File: config.mk
export PLATFORM = sky130hd
export DESIGN_NAME = router_fsm
export DESIGN_NICKNAME = d
export VERILOG_FILES = /design/src/rtl/router_pkg.sv /design/src/rtl/router_addr_sel.sv /design/src/rtl/router_fsm.sv
export SDC_FILE = /design/constraint.sdc
export NUM_CORES = 1
export LEC_CHECK = 0
export CORE_AREA = 2 2 39 41
export DETAILED_ROUTE_END_ITERATION = 8
export DIE_AREA = 0 0 41 43
export DONT_BUFFER_PORTS = 1
export PLACE_DENSITY = 0.55
export SYNTH_ARGS = -nofsm -noshare
export SYNTH_HDL_FRONTEND = slang
export SYNTH_SLANG_ARGS = --single-unit
File: constraint.sdc
create_clock -name clk -period 1.2 [get_ports clk]
set_input_delay 0.3 -clock clk [delete_from_list [all_inputs] [get_ports clk]]
set_output_delay 0.3 -clock clk [all_outputs]
set_load 0.02 [all_outputs]
File: src/rtl/router_pkg.sv
// Shared definitions for the 1x3 router: port geometry, FSM state codes, reserved address.
package router_pkg;

  localparam int NUM_PORTS = 3;
  localparam int ADDR_W    = 2;

  localparam logic [3:0] DA   = 4'd0;
  localparam logic [3:0] LFD  = 4'd1;
  localparam logic [3:0] LD   = 4'd2;
  localparam logic [3:0] FFS  = 4'd3;
  localparam logic [3:0] LAF  = 4'd4;
  localparam logic [3:0] LP   = 4'd5;
  localparam logic [3:0] CPE  = 4'd6;
  localparam logic [3:0] WTE  = 4'd7;
  localparam logic [3:0] DROP = 4'd8;

  localparam logic [1:0] ADDR_INVALID = 2'b11;

endpackage

File: src/rtl/router_addr_sel.sv
// Destination latch for the router FSM; selects the empty/soft-reset flags of the
// incoming header address and of the latched destination.
module router_addr_sel
  import router_pkg::*;
#(
  parameter int P_NUM_PORTS = NUM_PORTS,
  parameter int P_ADDR_W    = ADDR_W
) (
  input  logic                   clk,
  input  logic                   resetn,
  input  logic                   capture,
  input  logic [P_ADDR_W-1:0]    datain,
  input  logic [P_NUM_PORTS-1:0] fifo_empty,
  input  logic [P_NUM_PORTS-1:0] soft_reset,
  output logic                   addr_valid,
  output logic                   in_empty,
  output logic                   sel_empty,
  output logic                   sel_soft_reset
);

  logic [P_ADDR_W-1:0] addr_q;

  always_ff @(posedge clk or negedge resetn) begin
    if (!resetn)
      addr_q <= '0;
    else if (capture)
      addr_q <= datain;
  end

  assign addr_valid = (int'(datain) < P_NUM_PORTS);

  // Loop-based mux keeps out-of-range addresses from indexing past the flag vectors.
  always_comb begin
    in_empty       = 1'b0;
    sel_empty      = 1'b0;
    sel_soft_reset = 1'b0;
    for (int i = 0; i < P_NUM_PORTS; i++) begin
      if (datain == P_ADDR_W'(i))
        in_empty = fifo_empty[i];
      if (addr_q == P_ADDR_W'(i)) begin
        sel_empty      = fifo_empty[i];
        sel_soft_reset = soft_reset[i];
      end
    end
  end

endmodule

File: src/rtl/router_fsm.sv
// Control FSM of the 1x3 router: header decode, FIFO wait, payload/full/parity sequencing.
// Optional ROUTER_FSM_DROP_INVALID_EN adds a DROP state that swallows packets to the reserved address.
//
//  state | meaning
//  DA    | detect address: idle, waiting for a header byte
//  WTE   | wait until the selected FIFO is empty
//  LFD   | load first data: header written by router_reg
//  LD    | load payload bytes
//  FFS   | selected FIFO full, stall the source
//  LAF   | load after full: rewrite the byte held during the stall
//  LP    | load parity byte
//  CPE   | check parity error / internal register reset
//  DROP  | discard a packet addressed to the reserved port
module router_fsm
  import router_pkg::*;
#(
  parameter int P_NUM_PORTS = NUM_PORTS,
  parameter int P_ADDR_W    = ADDR_W
) (
  input  logic                   clk,
  input  logic                   resetn,
  input  logic                   packet_valid,
  input  logic [P_ADDR_W-1:0]    datain,
  input  logic                   fifo_full,
  input  logic [P_NUM_PORTS-1:0] fifo_empty,
  input  logic [P_NUM_PORTS-1:0] soft_reset,
  input  logic                   parity_done,
  input  logic                   low_packet_valid,
  output logic                   write_enb_reg,
  output logic                   detect_add,
  output logic                   lfd_state,
  output logic                   ld_state,
  output logic                   laf_state,
  output logic                   full_state,
  output logic                   rst_int_reg,
  output logic                   busy
);

  logic [3:0] state, next_state;
  logic       addr_valid, in_empty, sel_empty, sel_soft_reset;
  logic       capture;

  assign capture = (state == DA) && packet_valid && addr_valid;

  router_addr_sel #(
    .P_NUM_PORTS(P_NUM_PORTS),
    .P_ADDR_W   (P_ADDR_W)
  ) u_addr_sel (
    .clk           (clk),
    .resetn        (resetn),
    .capture       (capture),
    .datain        (datain),
    .fifo_empty    (fifo_empty),
    .soft_reset    (soft_reset),
    .addr_valid    (addr_valid),
    .in_empty      (in_empty),
    .sel_empty     (sel_empty),
    .sel_soft_reset(sel_soft_reset)
  );

  always_ff @(posedge clk or negedge resetn) begin
    if (!resetn)
      state <= DA;
    else
      state <= next_state;
  end

  always_comb begin
    next_state = state;
    case (state)
      DA: begin
        if (packet_valid && addr_valid)
          next_state = in_empty ? LFD : WTE;
`ifdef ROUTER_FSM_DROP_INVALID_EN
        else if (packet_valid && (datain == ADDR_INVALID))
          next_state = DROP;
`endif
      end
      WTE:  if (sel_empty) next_state = LFD;
      LFD:  next_state = LD;
      LD: begin
        if (fifo_full)
          next_state = FFS;
        else if (!packet_valid)
          next_state = LP;
      end
      FFS:  if (!fifo_full) next_state = LAF;
      LAF: begin
        if (parity_done)
          next_state = DA;
        else if (low_packet_valid)
          next_state = LP;
        else
          next_state = LD;
      end
      LP:   next_state = CPE;
      CPE:  next_state = fifo_full ? FFS : DA;
`ifdef ROUTER_FSM_DROP_INVALID_EN
      DROP: if (!packet_valid) next_state = DA;
`endif
      default: next_state = DA;
    endcase
    // A read timeout on the selected FIFO abandons the packet from any active state.
    if ((state != DA) && sel_soft_reset)
      next_state = DA;
  end

  always_comb begin
    detect_add    = (state == DA);
    lfd_state     = (state == LFD);
    ld_state      = (state == LD);
    laf_state     = (state == LAF);
    full_state    = (state == FFS);
    rst_int_reg   = (state == CPE);
    write_enb_reg = (state == LD) || (state == LAF) || (state == LP);
    busy          = (state == LFD) || (state == FFS) || (state == LAF) ||
                    (state == LP)  || (state == CPE) || (state == WTE);
  end

endmodule

======== Yosys cells after proc, flatten, opt, wreduce, memory -nomap -nowiden ========
Cells that the tools add are included.
word-level totals
  register bits ........................... 6
  bits of input ports ..................... 14
  output and inout port bits .............. 8
  logic and storage cells ................. 54
cells by class
  order comparisons ....................... 1
  equality and inequality tests ........... 15
  multiplexer cells ....................... 20
  reduce and logical (&&, ||, !) cells .... 16
operator list
  operator            number
  $pmux 4 s8          1
  $mux 4              6
  $eq 4x3->1 const B  4
  $mux 1              9
  $mux 3              3
  $eq 4x2->1 const B  2
  $logic_or 1x1->1    7
  $eq 2x1->1 const B  2
  $eq 2x2->1 const B  2
  $eq 4x1->1 const B  1
  $logic_and 1x1->1   4
  $logic_not 2->1     2
  $logic_not 4->1     1
  $ne 4x3->1 const B  1
  $reduce_and 4->1    1
  $reduce_bool 4->1   1
  $ne 3x1->1 const B  1
  $ne 3x2->1 const B  1
  $ne 3x3->1 const B  1
  $lt 2x2->1 const B  1
  $mux 2              1

======== Logic depth before layout (Yosys ltp) ========
Gate-level depths: netlist of run 1.
  word-level depth ........................ 8
  gate-level depth with buffers ........... 5

======== By module ========
A second synthesis of run 1 with hierarchy kept.
second synthesis, totals
  cells, all modules ...................... 65
  area, all modules ....................... 531.8 µm²
modules (own cells, without submodules)
  module           times used  cells each  area an instance (µm²)  seq. area each (µm²)
  router_fsm       1           52          389.1                   75.1
  router_addr_sel  1           13          142.6                   50.0

======== Worst setup path after synthesis of run 1 ========
OpenSTA, ideal clock, no wires.
  path kind ............................... register to register
  from .................................... reg state[2]
  to ...................................... reg state[0]
  arrival ................................. 1.347 ns
  data required time ...................... 1.106 ns
  path slack .............................. -0.241 ns
  stages on the path, launching flop included .. 5
  cell sequence ........................... dfrtp_1 -> nor3_2 -> nand2_1 -> o21a_1 -> a221oi_2
RTL lines
  element                                            line              RTL
  start, declared                                    router_fsm.sv:39  logic [3:0] state, next_state;
  start signal, assigned                             router_fsm.sv:65  state <= next_state;
  $logic_not 4->1 (*)                                -
  net detect_add                                     router_fsm.sv:30  output logic detect_add,
  $pmux 4 s8 / $ne 3x1->1 (equally long branches)    -
  $mux 4 / $reduce_and 4->1 (equally long branches)  -
Mark *: on every way through the listed nets, which the timed path passes. The rest lies on a longest branch.
A chain may end at the register's enable or synchronous reset.

======== Worst setup path in the final report of run 1 ========
  from .................................... reg state[2]
  to ...................................... out busy
on the way
  cells in the longest elaborated chain, start to end .. 6
ends and longest elaborated chain
  element                                          line               RTL
  $eq 4x1->1 / $eq 4x2->1 (equally long branches)  router_fsm.sv:116  busy = (state == LFD) || (state == FFS) || (state == LAF) ||
  $logic_or 1x1->1 (3 in a row)                    router_fsm.sv:116
  $logic_or 1x1->1                                 router_fsm.sv:117  (state == LP) || (state == CPE) || (state == WTE);
  $logic_or 1x1->1 (*)                             router_fsm.sv:117
  end, declared                                    router_fsm.sv:36   output logic busy
Mark *: on every way between the ends. The rest lies on a longest branch, timed or not.

==> flow_summary.ini, run 1 <==
[place]
placedCellCount = 94
io_buffers = 0
placed_cell_area_um2 = 658
gp_congestion = 0.821
pre_cts_slack_ns = -0.143
dp_hpwl_um = 1030

[floorplan]
pin_count = 22
num_rows = 14
die_h_um = 43
start_util = 0.359
core_area_um2 = 1380
die_w_um = 41
die-area_um2 = 1760

[setup_path]
worstSetupStartpointType = register
crit_path_top_delay_cell = dfrtp_2
arrival_ns = 1.21
crit_type = register to output pin
required_ns = 0.90
cp_max_fo = 5
crit_path_max_incr_delay_ns = 0.45
crit_buf_inv = 2
worstSetupEndpointType = output pin
path_delay_family = flip-flops
cp_cell_sequence = buf_12 -> or2_4 -> buf_6

[clock_tree]
tritoncts = built
path_clk_slew_ns = 0.04
cts_buffer_depth = 2
clock_latency_ns = 0.25
clkSinkCount = 5
numCtsBuffers = 3
htreeDepth = 1
cts-root-buf = clkbuf_4

[global_route]
grt_max_degree = 8
gr-usage-met1 = 0.268
track_usage = 0.197
use_met3 = 0.0314
antenna_found_initial = 0
busiest_layer = met2
first_global_vias = 591
grt_first_pass_wirelength_um = 2390
gr-total-overflow = 0
met2_usage = 0.297

[pwr]
power.share.sequential = 0.148
swShare = 0.409
p_int_mw = 1.52
p_leak_nw = 0.427
power.total_mw = 2.58
peakVddDrop_mv = 1.29
power_density_nw_per_um2 = 2860
p_sw_mw = 1.05
clockPowerShare = 0.080
combinationalPowerShare = 0.772

[cells_and_area]
fin_cells = 110
final_area_um2 = 901
seq_area_um2 = 129
nNetsFinal = 109
drive_above_1_share = 0.543
antenna_cells = 0
nFillCells = 101
area_growth_pct = 81.4
fin_util = 0.651
multi_input_area_um2 = 419

[timing]
rsz0062_at_grt = true
finClkSkew_ns = 0.0119
holdWs_ns = 0.220
final.min_clock_period_ns = 1.51
worst_slew_pin_slew_ns = 0.527
worst_slack_ns = -0.308
maxSlewViolCount = 0
totalNegativeSetupSlack_ns = -2.94
setup_viol = 13
max_freq_mhz = 663
hold_viol = 0
max-slew-margin-rel = 0.645
finalCritPeriodShare = 1.26

[synth]
synth_fp_nets = 78
yosysSeqAreaShare = 0.252
yosysWarningCount = 0
syn_area_per_cell_um2 = 7.76
postSynthCellCount = 64
synth_area_um2 = 497
synth_seq_cells = 5
synth_cell_types = 29

[routing]
ant_nets = 0
drt-total-wl_um = 1620
drc = 0
num_vias = 633
drtIter0Drc = 15
wl_per_cell_um = 14.7
viasPerCell = 5.75
drtPass1Iterations = 4

[run_status]
failed_checks = negative setup slack
status = finished, violations left

[min_path]
hp-class = primary input to register

[flow_run]
drv_cap = 0
[state kept, by name, summed over array words and instances, names as in the netlist]
| register | count |
|---|---|
| u_addr_sel.addr_q | 2 |
| state | 3 |
[cell families (layout without fill, tap and decap cells)]
logic type             Yosys count  after routing  synth area share
AND/OR/NAND/NOR                 29             29             0.320
buffers and inverters            5             35            0.0504
AO/OA/AOI/OAI                   22             22             0.317
flip-flops                       5              5             0.252
multiplexers                     3              3            0.0605
[synthesized netlist by cell type]
library cell / number / area [um^2]
nor2_1: 11 / 41.3
dfrtp_1: 5 / 125
nand2_1: 4 / 15.0
o21ai_1: 4 / 20.0
a21oi_1: 3 / 15.0
mux2i_1: 3 / 30.0
nand3b_1: 3 / 22.5
o21ai_0: 3 / 15.0
and3b_1: 2 / 17.5
buf_2: 2 / 10.0
inv_1: 2 / 7.51
nand2b_1: 2 / 12.5
nor2b_1: 2 / 12.5
nor3b_1: 2 / 15.0
o22ai_1: 2 / 12.5
a21boi_0: 1 / 7.51
a21o_1: 1 / 7.51
a221oi_2: 1 / 15.0
a22o_1: 1 / 8.76
a31oi_1: 1 / 6.26
buf_4: 1 / 7.51
nand4_1: 1 / 6.26
nor3_2: 1 / 10.0
o211a_1: 1 / 10.0
o211ai_2: 1 / 12.5
o21a_1: 1 / 7.51
o22a_1: 1 / 8.76
o41a_1: 1 / 11.3
or2_1: 1 / 6.26
[power groups by stage]
stage	registers (mW)	clock network, mW	logic [mW]
after floorplan	0.357	0	0.835
after global placement	0.370	0	1.32
after detailed placement	0.369	0	1.33
after CTS	0.361	0.207	1.75
after global routing	0.386	0.219	2.13
final	0.382	0.206	1.99
[worst paths after layout]
| path | start | to | slack [ns] | cells past startpoint |
|---|---|---|---|---|
| setup / recovery | state[2] | busy | -0.31 | 3 |
| hold / removal | datain[0] | u_addr_sel.addr_q[0] | 0.22 | 2 |
| max in group asynchronous | resetn | state[2] | 0.65 | 1 |
| hold reg to reg | u_addr_sel.addr_q[0] | u_addr_sel.addr_q[0] | 0.62 | 2 |
| min in group asynchronous | resetn | state[0] | 0.33 | 1 |
| setup reg to reg | state[1] | state[1] | -0.23 | 6 |
[placed cells by master, fill, tap and decap left out, drive strengths merged, types with 2 or more instances in the layout]
cell type	count
buf	27
nor2	11
o21ai	7
dfrtp	5
clkbuf	4
nand2	4
nand3b	3
mux2i	3
a21oi	3
nand2b	2
nor3b	2
inv	2
nor2b	2
o22ai	2
and3b	2
[cell type report]
| type | instances | share of cell area |
|---|---|---|
| Multi-Input combinational cell | 54 | 0.465 |
| Tap cell | 16 | 0.0222 |
| Timing Repair Buffer | 29 | 0.332 |
| Sequential cell | 5 | 0.143 |
| Inverter | 2 | 0.00833 |
| Clock buffer | 4 | 0.0292 |
[per-layer routing]
metal / share of wire / up-vias / routed length, um
li1: - / 296 / -
met1: 0.43 / 305 / 700
met2: 0.50 / 28 / 813
met3: 0.046 / 4 / 75
met4: 0.017 / 0 / 28
met5: 0 / - / 0
[repair_timing]
action,4_1_cts,5_1_grt
pin swaps,4,4
gates resized for setup,15,14
endpoints found under the hold margin,5,0
setup buffers,7,3
setup endpoints to repair,13,13
cloned,1,0
hold buffers,1,0
(Power assumes the default switching activity.)
==> run 2: changes to the inputs <==
--- a/config.mk
+++ b/config.mk
@@ -5,11 +5,12 @@
 export SDC_FILE = /design/constraint.sdc
 export NUM_CORES = 1
 export LEC_CHECK = 0
-export CORE_AREA = 2 2 39 41
+export CORE_AREA = 3 3 40 42
 export DETAILED_ROUTE_END_ITERATION = 8
-export DIE_AREA = 0 0 41 43
+export DIE_AREA = 0 0 43 45
 export DONT_BUFFER_PORTS = 1
-export PLACE_DENSITY = 0.55
+export PLACE_DENSITY = 0.58
 export SYNTH_ARGS = -nofsm -noshare
 export SYNTH_HDL_FRONTEND = slang
+export SYNTH_HIERARCHICAL = 1
 export SYNTH_SLANG_ARGS = --single-unit
==> run 2 against run 1 <==
The run still ends with negative setup slack left. Die area rose by 9.8%. Routed wire length decreased by 13%. Utilization increased by 1.7 points. Combinational power hardly changed. Critical path depth unchanged. Synthesized area increased by 7.1%. Critical endpoint is now detect_add. Final area decreased by 4.7%. Sequential share of layout area grew 0.27 points. Critical path type unchanged. Hold slack lost 0.0075 ns. Flip-flop and latch count did not move. Clock skew shrank 0.010 ns. Synthesized cell count up 1.6%.
==> flow_summary.ini, run 2 <==
[routing]
wl_per_cell_um = 13.6
ant_nets = 0
drtPass1Iterations = 3
num_vias = 571
drc = 0
viasPerCell = 5.54
drtIter0Drc = 11
drt-total-wl_um = 1400

[floorplan]
die-area_um2 = 1940
core_area_um2 = 1280
die_h_um = 45
pin_count = 22
start_util = 0.414
die_w_um = 43
num_rows = 13

[min_path]
hp-class = primary input to register

[cells_and_area]
nFillCells = 114
largest-register = state
fin_cells = 103
final_area_um2 = 858
biggestRegsByFlops = state: 3 flops, u_addr_sel/addr_q: 2 flops
most-common-layout-cells = buf_4, buf_6, nand2_1, dfrtp_1, nor2_1
fin_util = 0.668
drive_above_1_share = 0.534
area_growth_pct = 61.4
nNetsFinal = 103
layout_commonest_cell = buf_4
largest_reg_flops = 3
antenna_cells = 0

[synth]
yosysTopAreaCell = dfrtp_1
synth-edff-count = 0
synth_commonest_cells = nand2_1, nor2_1, dfrtp_1
synthArstFlopShare = 1.00
syn_area_per_cell_um2 = 8.18
synth_seq_cells = 5
synth_area_um2 = 532
synth_fp_nets = 79
synth_cell_types = 35
postSynthCellCount = 65
synth.area.top_cells = dfrtp_1, mux2i_1, nand2_1, mux2_1, nor2_1
yosysSeqAreaShare = 0.235
ys.flop_type = dfrtp_1
yosysWarningCount = 6
synth_top_area_share = 0.235
synth_most_common_cell = nand2_1

[timing]
rsz0062_at_grt = true
finClkSkew_ns = 0.00178
worst_slack_ns = -0.314
hold_viol = 0
final.min_clock_period_ns = 1.51
worst_slew_pin_slew_ns = 0.335
max-slew-margin-rel = 0.774
maxSlewViolCount = 0
setup_viol = 13
max_freq_mhz = 661
finalCritPeriodShare = 1.26

[pwr]
p_leak_nw = 0.384
peakVddDrop_mv = 1.45
power_density_nw_per_um2 = 2960

[place]
io_buffers = 0
dp_hpwl_um = 1080
placedCellCount = 91
placed_cell_area_um2 = 674
gp_congestion = 0.803
pre_cts_slack_ns = -0.248

[global_route]
gr-total-overflow = 0
first_global_vias = 549
grt_max_degree = 16
grt_first_pass_wirelength_um = 2320
track_usage = 0.164
antenna_found_initial = 0

[setup_path]
cp_cell_sequence = or3_4 -> clkinv_4 -> buf_6
reg2reg_slack_ns = -0.31
worstSetupStartpointType = register
required_ns = 0.90
path_delay_family = simple AND/OR/NAND/NOR gates
crit_path_max_incr_delay_ns = 0.42
cp_max_fo = 2
crit_buf_inv = 2
crit_path_top_delay_cell = or3_4
crit_type = register to output pin
worstSetupEndpointType = output pin
arrival_ns = 1.21

[run_status]
failed_checks = negative setup slack
status = finished, violations left

[clock_tree]
htreeDepth = 1
path_clk_slew_ns = 0.04
cts_buffer_depth = 2
clkSinkCount = 5
tritoncts = built
clock_latency_ns = 0.24
numCtsBuffers = 3
cts-root-buf = clkbuf_4

[flow_run]
drv_cap = 0
==> run 2: metal layers <==
layer | part of all wire | global-route usage | up-vias
li1 | - | - | 283
met1 | 0.40 | 0.186 | 270
met2 | 0.54 | 0.275 | 16
met3 | 0.046 | 0.0279 | 2
met4 | 0.012 | 0.127 | 0
met5 | 0 | 0 | -
==> run 2: where the power goes <==
part / internal, mW / leakage [nW] / switching, mW
clock: 0.125 / 0.0150 / 0.0645
combinational: 1.08 / 0.307 / 0.935
sequential: 0.255 / 0.0615 / 0.0743
total: 1.46 / 0.384 / 1.07
==> run 2: what timing repair did <==
| action | CTS | global route |
|---|---|---|
| endpoints found under the setup margin | 13 | 13 |
| cloned | 0 | 0 |
| resized for setup | 17 | 7 |
| buffers inserted | 4 | 3 |
| pin swaps | 5 | 3 |
| endpoints found under the hold margin | 5 | 0 |
| hold buffers | 1 | 0 |
==> run 2: worst paths after layout <==
path | from | to | cells past startpoint
max | state[2] | detect_add | 3
min | datain[1] | u_addr_sel/addr_q[1] | 1
max reg2reg | state[2] | u_addr_sel/addr_q[0] | 4
min reg2reg | u_addr_sel/addr_q[1] | u_addr_sel/addr_q[1] | 1
max in group asynchronous | resetn | u_addr_sel/addr_q[1] | 1
min in group asynchronous | resetn | state[0] | 1
==> run 2: final cells by class <==
class	instances	area, um^2	share of cell area
timing repair buffer	22	201	0.235
inverter	4	33.8	0.0394
sequential	5	125	0.146
tap	15	18.8	0.0219
multi-input combinational	53	453	0.528
clock buffer	4	26.3	0.0306
==> run 2: logic make-up (layout without fill, tap and decap cells) <==
| kind of cell | count (synthesis) | in the layout | share of synthesized area |
|---|---|---|---|
| multiplexers | 5 | 5 | 0.0988 |
| flip-flops | 5 | 5 | 0.235 |
| AO/OA/AOI/OAI | 20 | 20 | 0.285 |
| buffers and inverters | 7 | 30 | 0.0918 |
| AND/OR/NAND/NOR | 28 | 28 | 0.289 |
==> run 2: per-stage QoR <==
stage	hold WS, ns	total power, mW	TNS, ns
3_3_place_gp	0.00455	1.86	-1.43
6_report	0.213	2.54	-3.43
3_5_place_dp	0.00455	1.87	-1.60
2_1_floorplan	0.00441	1.42	-0.839
4_1_cts	0.200	2.44	-3.65
5_1_grt	0.201	2.73	-4.25
